<file path="src/rtl/hdmi_flash_sequencer.sv">
`default_nettype none
// ============================================================================
// Module : hdmi_flash_sequencer
// Video timing generator with a frame-locked white/black flash scheduler.
// Optional: define HDMI_FLASH_BARS_EN for colour bars on non-flash frames.
// Rev    : 1.0  initial release
// ============================================================================
module hdmi_flash_sequencer #(
  parameter int H_ACTIVE     = 1280,
  parameter int H_FP         = 110,
  parameter int H_SYNC       = 40,
  parameter int H_BP         = 220,
  parameter int V_ACTIVE     = 720,
  parameter int V_FP         = 5,
  parameter int V_SYNC       = 5,
  parameter int V_BP         = 20,
  parameter bit HS_POL       = 1'b1,
  parameter bit VS_POL       = 1'b1,
  parameter int FLASH_PERIOD = 30,
  parameter int FLASH_LEN    = 2
) (
  input  logic        I_rgb_clk,
  input  logic        I_rst,
  input  logic        I_start,
  input  logic        I_stop,
  output logic        O_busy,
  output logic        O_rgb_de,
  output logic        O_rgb_hs,
  output logic        O_rgb_vs,
  output logic [7:0]  O_rgb_r,
  output logic [7:0]  O_rgb_g,
  output logic [7:0]  O_rgb_b,
  output logic [11:0] O_x,
  output logic [11:0] O_y,
  output logic        O_frame_start,
  output logic        O_flash_on,
  output logic [15:0] O_flash_count
);

  localparam logic [11:0] c_h_total  = 12'(H_ACTIVE + H_FP + H_SYNC + H_BP);
  localparam logic [11:0] c_v_total  = 12'(V_ACTIVE + V_FP + V_SYNC + V_BP);
  localparam logic [11:0] c_h_active = 12'(H_ACTIVE);
  localparam logic [11:0] c_v_active = 12'(V_ACTIVE);
  localparam logic [11:0] c_hs_start = 12'(H_ACTIVE + H_FP);
  localparam logic [11:0] c_hs_end   = 12'(H_ACTIVE + H_FP + H_SYNC);
  localparam logic [11:0] c_vs_start = 12'(V_ACTIVE + V_FP);
  localparam logic [11:0] c_vs_end   = 12'(V_ACTIVE + V_FP + V_SYNC);
  localparam logic [15:0] c_flash_len = 16'(FLASH_LEN);
  localparam logic [15:0] c_dark_len  = 16'(FLASH_PERIOD - FLASH_LEN);
`ifdef HDMI_FLASH_BARS_EN
  localparam logic [11:0] c_bar_w    = (H_ACTIVE >= 8) ? 12'(H_ACTIVE / 8) : 12'd1;
`endif

  typedef enum logic [1:0] {
    ST_IDLE  = 2'd0,
    ST_ARMED = 2'd1,
    ST_DARK  = 2'd2,
    ST_FLASH = 2'd3
  } state_t;

  state_t      state_q, state_d;
  logic [11:0] h_q, h_d, v_q, v_d;
  logic [15:0] fc_q, fc_d, count_q, count_d;
  logic        stop_pend_q, stop_pend_d;
  logic        busy_q, busy_d, de_q, de_d, hs_q, hs_d, vs_q, vs_d;
  logic [7:0]  r_q, r_d, g_q, g_d, b_q, b_d;
  logic [11:0] x_q, x_d, y_q, y_d;
  logic        fs_q, fs_d, flash_q, flash_d;
  logic        fb;
`ifdef HDMI_FLASH_BARS_EN
  logic [11:0] bar_quot;
  logic [2:0]  bar_idx;
`endif

  always_comb begin
    h_d = h_q + 12'd1;
    v_d = v_q;
    if (h_q == c_h_total - 12'd1) begin
      h_d = 12'd0;
      v_d = (v_q == c_v_total - 12'd1) ? 12'd0 : v_q + 12'd1;
    end
    fb = (h_q == 12'd0) && (v_q == 12'd0);

    state_d     = state_q;
    fc_d        = fc_q;
    count_d     = count_q;
    stop_pend_d = stop_pend_q | (I_stop && (state_q != ST_IDLE));

    // A stop landing on the boundary cycle itself is deferred a full frame
    // so the frame being entered is never cut short.
    if (state_q == ST_IDLE) begin
      stop_pend_d = 1'b0;
      if (I_start && !I_stop) state_d = ST_ARMED;
    end else if (fb) begin
      stop_pend_d = I_stop;
      if (stop_pend_q) begin
        state_d = ST_IDLE;
        stop_pend_d = 1'b0;
      end else begin
        case (state_q)
          ST_ARMED: begin
            state_d = ST_FLASH;
            fc_d    = 16'd1;
            count_d = (count_q == 16'hFFFF) ? count_q : count_q + 16'd1;
          end
          ST_FLASH: begin
            if (fc_q == c_flash_len) begin
              state_d = ST_DARK;
              fc_d    = 16'd1;
            end else begin
              fc_d = fc_q + 16'd1;
            end
          end
          ST_DARK: begin
            if (fc_q == c_dark_len) begin
              state_d = ST_FLASH;
              fc_d    = 16'd1;
              count_d = (count_q == 16'hFFFF) ? count_q : count_q + 16'd1;
            end else begin
              fc_d = fc_q + 16'd1;
            end
          end
          default: state_d = ST_IDLE;
        endcase
      end
    end

    // Outputs follow the post-transition state so pixel (0,0) already
    // belongs to the frame that the boundary just opened.
    busy_d  = (state_d != ST_IDLE);
    flash_d = (state_d == ST_FLASH);
    de_d    = (h_q < c_h_active) && (v_q < c_v_active);
    hs_d    = ((h_q >= c_hs_start) && (h_q < c_hs_end)) ? HS_POL : ~HS_POL;
    vs_d    = ((v_q >= c_vs_start) && (v_q < c_vs_end)) ? VS_POL : ~VS_POL;
    x_d     = h_q;
    y_d     = v_q;
    fs_d    = fb;

    r_d = 8'h00;
    g_d = 8'h00;
    b_d = 8'h00;
`ifdef HDMI_FLASH_BARS_EN
    bar_quot = h_q / c_bar_w;
    bar_idx  = (bar_quot > 12'd7) ? 3'd7 : bar_quot[2:0];
`endif
    if (de_d) begin
      if (flash_d) begin
        r_d = 8'hFF;
        g_d = 8'hFF;
        b_d = 8'hFF;
      end
`ifdef HDMI_FLASH_BARS_EN
      else begin
        r_d = {8{~bar_idx[1]}};
        g_d = {8{~bar_idx[2]}};
        b_d = {8{~bar_idx[0]}};
      end
`endif
    end
  end

  always_ff @(posedge I_rgb_clk) begin
    if (I_rst) begin
      state_q     <= ST_IDLE;
      h_q         <= 12'd0;
      v_q         <= 12'd0;
      fc_q        <= 16'd0;
      count_q     <= 16'd0;
      stop_pend_q <= 1'b0;
      busy_q      <= 1'b0;
      de_q        <= 1'b0;
      hs_q        <= ~HS_POL;
      vs_q        <= ~VS_POL;
      r_q         <= 8'h00;
      g_q         <= 8'h00;
      b_q         <= 8'h00;
      x_q         <= 12'd0;
      y_q         <= 12'd0;
      fs_q        <= 1'b0;
      flash_q     <= 1'b0;
    end else begin
      state_q     <= state_d;
      h_q         <= h_d;
      v_q         <= v_d;
      fc_q        <= fc_d;
      count_q     <= count_d;
      stop_pend_q <= stop_pend_d;
      busy_q      <= busy_d;
      de_q        <= de_d;
      hs_q        <= hs_d;
      vs_q        <= vs_d;
      r_q         <= r_d;
      g_q         <= g_d;
      b_q         <= b_d;
      x_q         <= x_d;
      y_q         <= y_d;
      fs_q        <= fs_d;
      flash_q     <= flash_d;
    end
  end

  assign O_busy        = busy_q;
  assign O_rgb_de      = de_q;
  assign O_rgb_hs      = hs_q;
  assign O_rgb_vs      = vs_q;
  assign O_rgb_r       = r_q;
  assign O_rgb_g       = g_q;
  assign O_rgb_b       = b_q;
  assign O_x           = x_q;
  assign O_y           = y_q;
  assign O_frame_start = fs_q;
  assign O_flash_on    = flash_q;
  assign O_flash_count = count_q;

endmodule
`default_nettype wire

</file>
<file path="config.mk">
export PLATFORM = sky130hd
export DESIGN_NAME = hdmi_flash_sequencer
export DESIGN_NICKNAME = d
export VERILOG_FILES = /design/src/rtl/hdmi_flash_sequencer.sv
export SDC_FILE = /design/constraint.sdc
export NUM_CORES = 1
export LEC_CHECK = 0
export BUFFER_PORTS_ARGS = -buffer_cell sky130_fd_sc_hd__buf_2
export CORE_ASPECT_RATIO = 1.1
export CORE_UTILIZATION = 50
export CTS_CLUSTER_DIAMETER = 120
export DETAILED_ROUTE_END_ITERATION = 6
export GPL_TIMING_DRIVEN = 0
export PLACE_DENSITY = 0.84
export SYNTH_ARGS = -nofsm -noshare
export SYNTH_HDL_FRONTEND = slang
export SYNTH_SLANG_ARGS = --single-unit
</file>
<file path="constraint.sdc">
create_clock -name I_rgb_clk -period 2.75 [get_ports I_rgb_clk]
set_input_delay 0.55 -clock I_rgb_clk [delete_from_list [all_inputs] [get_ports I_rgb_clk]]
set_output_delay 0.55 -clock I_rgb_clk [all_outputs]
set_load 0.02 [all_outputs]
</file>
==> impl_metrics.py <==
metrics = {
    "synth": {
        "synthCells": 470,
        "synth-main-ff-cell": "dfxtp_1",
        "syn_area_sq_um": 4100,
        "synthTopCellsByArea": "dfxtp_1 (44%), nor2_1 (6.9%), xnor2_1 (4.9%)",
        "yosysTopAreaCell": "dfxtp_1",
        "ys_types": 42,
        "synthArstFlopShare_pct": 0,
        "seq_area_frac_synth_pct": 43.9,
        "synth_warnings": 0,
        "synth_fp_nets": 488,
        "syn_area_per_cell_sq_um": 8.73,
        "synth_top_area_share_pct": 43.9,
        "synth_seq_cells": 90,
        "synth_edf_count": 0,
    },
    "finish": {
        "nets": 578,
        "diodes": 0,
        "layout-drive-gt1-share_pct": 25.7,
        "syn2layout_area_growth_pct": 20.7,
        "utilization_pct": 62.6,
        "finalNonFillerCells": 673,
        "fill_cells": 660,
    },
    "critical_path": {
        "cp.arrival_ps": 3030,
        "path_max_fanout": 5,
        "path_common_cell": "or4_4",
        "crit_required_ps": 3070,
        "slowest_stage": "or4_4",
        "critPathLaunchType": "register",
        "path_class": "register to register",
        "cp_cell_sequence": "inv_2 -> ha_1 -> and4_1 -> a41oi_2 -> or4_4 -> or4_4 -> or4_1 -> nand2_1",
        "worstSetupEndpointType": "register",
        "max_stage_delay_ps": 600,
    },
    "power_and_ir_drop": {
        "power_mw": 2.50,
        "p_leak_nw": 2.09,
        "peakVddDrop_mv": 0.289,
        "pwr_density_cell_nw_per_um2": 505,
    },
    "clocking": {
        "hold_buffers": 0,
        "cts_tree": "built",
        "cts-root-buf": "clkbuf_8",
        "numClockSinks": 90,
        "cts_htree_levels": 3,
        "cts_buffers": 9,
        "ctsLongestPathBuffers": 2,
        "path_clk_slew_ps": 100,
        "clkLatencyLatePin_ps": 360,
    },
    "routing": {
        "m1WireLength_um": 3760,
        "dr_wl_met3_um": 574,
        "wl_um": 9110,
        "via_per_inst": 5.48,
        "first_pass_iters": 4,
        "drt_iter0_drc": 184,
        "vias": 3688,
        "route.detailed.drc": 0,
        "antenna_left": 0,
        "routedWlPerCell_um": 13.5,
        "route.met2.wl_um": 4630,
        "highest_layer": "met4",
    },
    "timing": {
        "setup_violations": 0,
        "slew_headroom_pct": 54.5,
        "fin_skew_ps": 15.9,
        "post-route-min-period_ps": 2720,
        "worst_pin_slew_ps": 682,
        "maxSlewViolCount": 0,
        "hold_viol": 0,
        "final.period_utilization_pct": 98.8,
        "fmaxAchievable_mhz": 368,
        "whs_ps": 485,
        "rsz0062_at_grt": "yes",
    },
    "place": {
        "dp.cells": 651,
        "hpwlAfterDp_um": 6390,
        "gp_congestion": 0.914,
        "io_buffers": 73,
    },
    "die": {
        "start_util_pct": 51.8,
        "die_h_um": 97.0,
        "num_io_pins": 74,
        "rows": 34,
        "dieArea_sq_um": 8570,
        "die_w_um": 88.4,
        "design.core.area_sq_um": 7910,
    },
    "grt": {
        "grt_max_degree": 25,
        "grt_overflow": 0,
        "first_global_vias": 3286,
        "grt_first_pass_wirelength_um": 14800,
        "grt_usage_pct": 21.6,
        "grt_antenna_before_repair": 0,
    },
    "hold_path": {
        "hold_path_class": "register to register",
    },
    "run": {
        "max-cap-violations": 0,
    },
    "status": {
        "status": "finished clean",
    },
}
## metal layers
| metal | GRT usage [%] | up-vias |
|---|---|---|
| met5 | 0 | - |
| met3 | 4.44 | 19 |
| li1 | - | 1767 |
| met4 | 7.82 | 0 |
| met2 | 37.3 | 152 |
| met1 | 25.9 | 1750 |
## repair_timing
action | CTS | global route
buffers inserted | 0 | 8
gates resized for setup | 5 | 23
pin swaps | 2 | 6
setup endpoints to repair | 19 | 33
## cells by family after synthesis
group                      synth area share (%)
xor gates and xnor gates                   9.40
muxes                                     0.244
adders and majority gates                  4.27
buffers and inverters                      7.57
and+or+nand+nor                            29.4
DFF                                        43.9
AOI/OAI and AO/OA                          5.16
## synthesized netlist by cell type, drive strengths merged, types with 8 or more instances
cell	instances
dfxtp	90
nor2b	21
nand3	19
inv	15
buf	26
nand4	21
clkbuf	18
a21oi	9
xor2	21
and3	11
o21ai	8
nor4	10
nor2	75
ha	14
nor3	15
xnor2	23
nand2	26
## power breakdown
group	switching [mW]	internal [mW]
clock	0.471	0.448
sequential	0.0218	1.32
combinational	0.147	0.0938
total	0.640	1.86
## critical path, delay by kind of cell, from the launching register on
family / cells / cell delay, ps
adder cells (fa/ha/maj): 1 / 140
flip-flops: 1 / 350
AO/OA/AOI/OAI: 1 / 170
AND/OR/NAND/NOR: 5 / 1940
buffers and inverters: 1 / 90
## path summary, 6_finish.rpt
kind                              from                              to  slack, ps  depth (start not counted)
hold / removal       h_q[0]$_SDFF_PP0_               h_q[0]$_SDFF_PP0_        480                          1
setup / recovery  fc_q[0]$_SDFFE_PP0P_  O_flash_count[13]$_SDFFE_PP0P_         30                          8
hold reg to reg      h_q[0]$_SDFF_PP0_               h_q[0]$_SDFF_PP0_        480                          1
setup reg to reg  fc_q[0]$_SDFFE_PP0P_  O_flash_count[13]$_SDFFE_PP0P_         30                          8
## final cells by class
type                    instances  area (sq um)  share of cell area [%]
plain buffers                  42           245                    4.95
clock buffers                  11           141                    2.85
clock inverters                 5          61.3                    1.24
inverters                      15          56.3                    1.14
multi-input cells             321          2070                    41.9
flip-flops and latches         90          1810                    36.6
well taps                     108           135                    2.73
repair buffers                 81           425                    8.59
## stage by stage
step / TNS, ps / setup slack, ps / area (sq um)
after global placement: -3060 / -269 / 4600
after floorplan: 0 / 28.9 / 4100
after CTS: -17.2 / -15.4 / 4830
after detailed placement: -3880 / -318 / 4600
after global routing: -20.8 / -20.8 / 4950
final: 0 / 33.5 / 4950
## cells in the final DEF (no fill, tap or decap), types with 15 or more instances in the layout
cell	count
nand3_1	19
nand4_1	21
buf_4	31
xor2_1	21
xnor2_1	23
nor2_1	75
buf_2	73
dfxtp_1	85
nor3_1	15
clkbuf_1	18
nor2b_1	20
nand2_1	26
## sequential cells by signal (all words and copies together) (netlist names)
signal and cells:
O_flash_count 16, fc_q 16, O_x 12, O_y 12, h_q 12, v_q 12, state_q 2, O_busy 1
O_flash_on 1, O_frame_start 1, O_rgb_b 1, O_rgb_de 1, O_rgb_hs 1, O_rgb_vs 1, stop_pend_q 1
No activity file was read; power rests on OpenSTA's default activity.
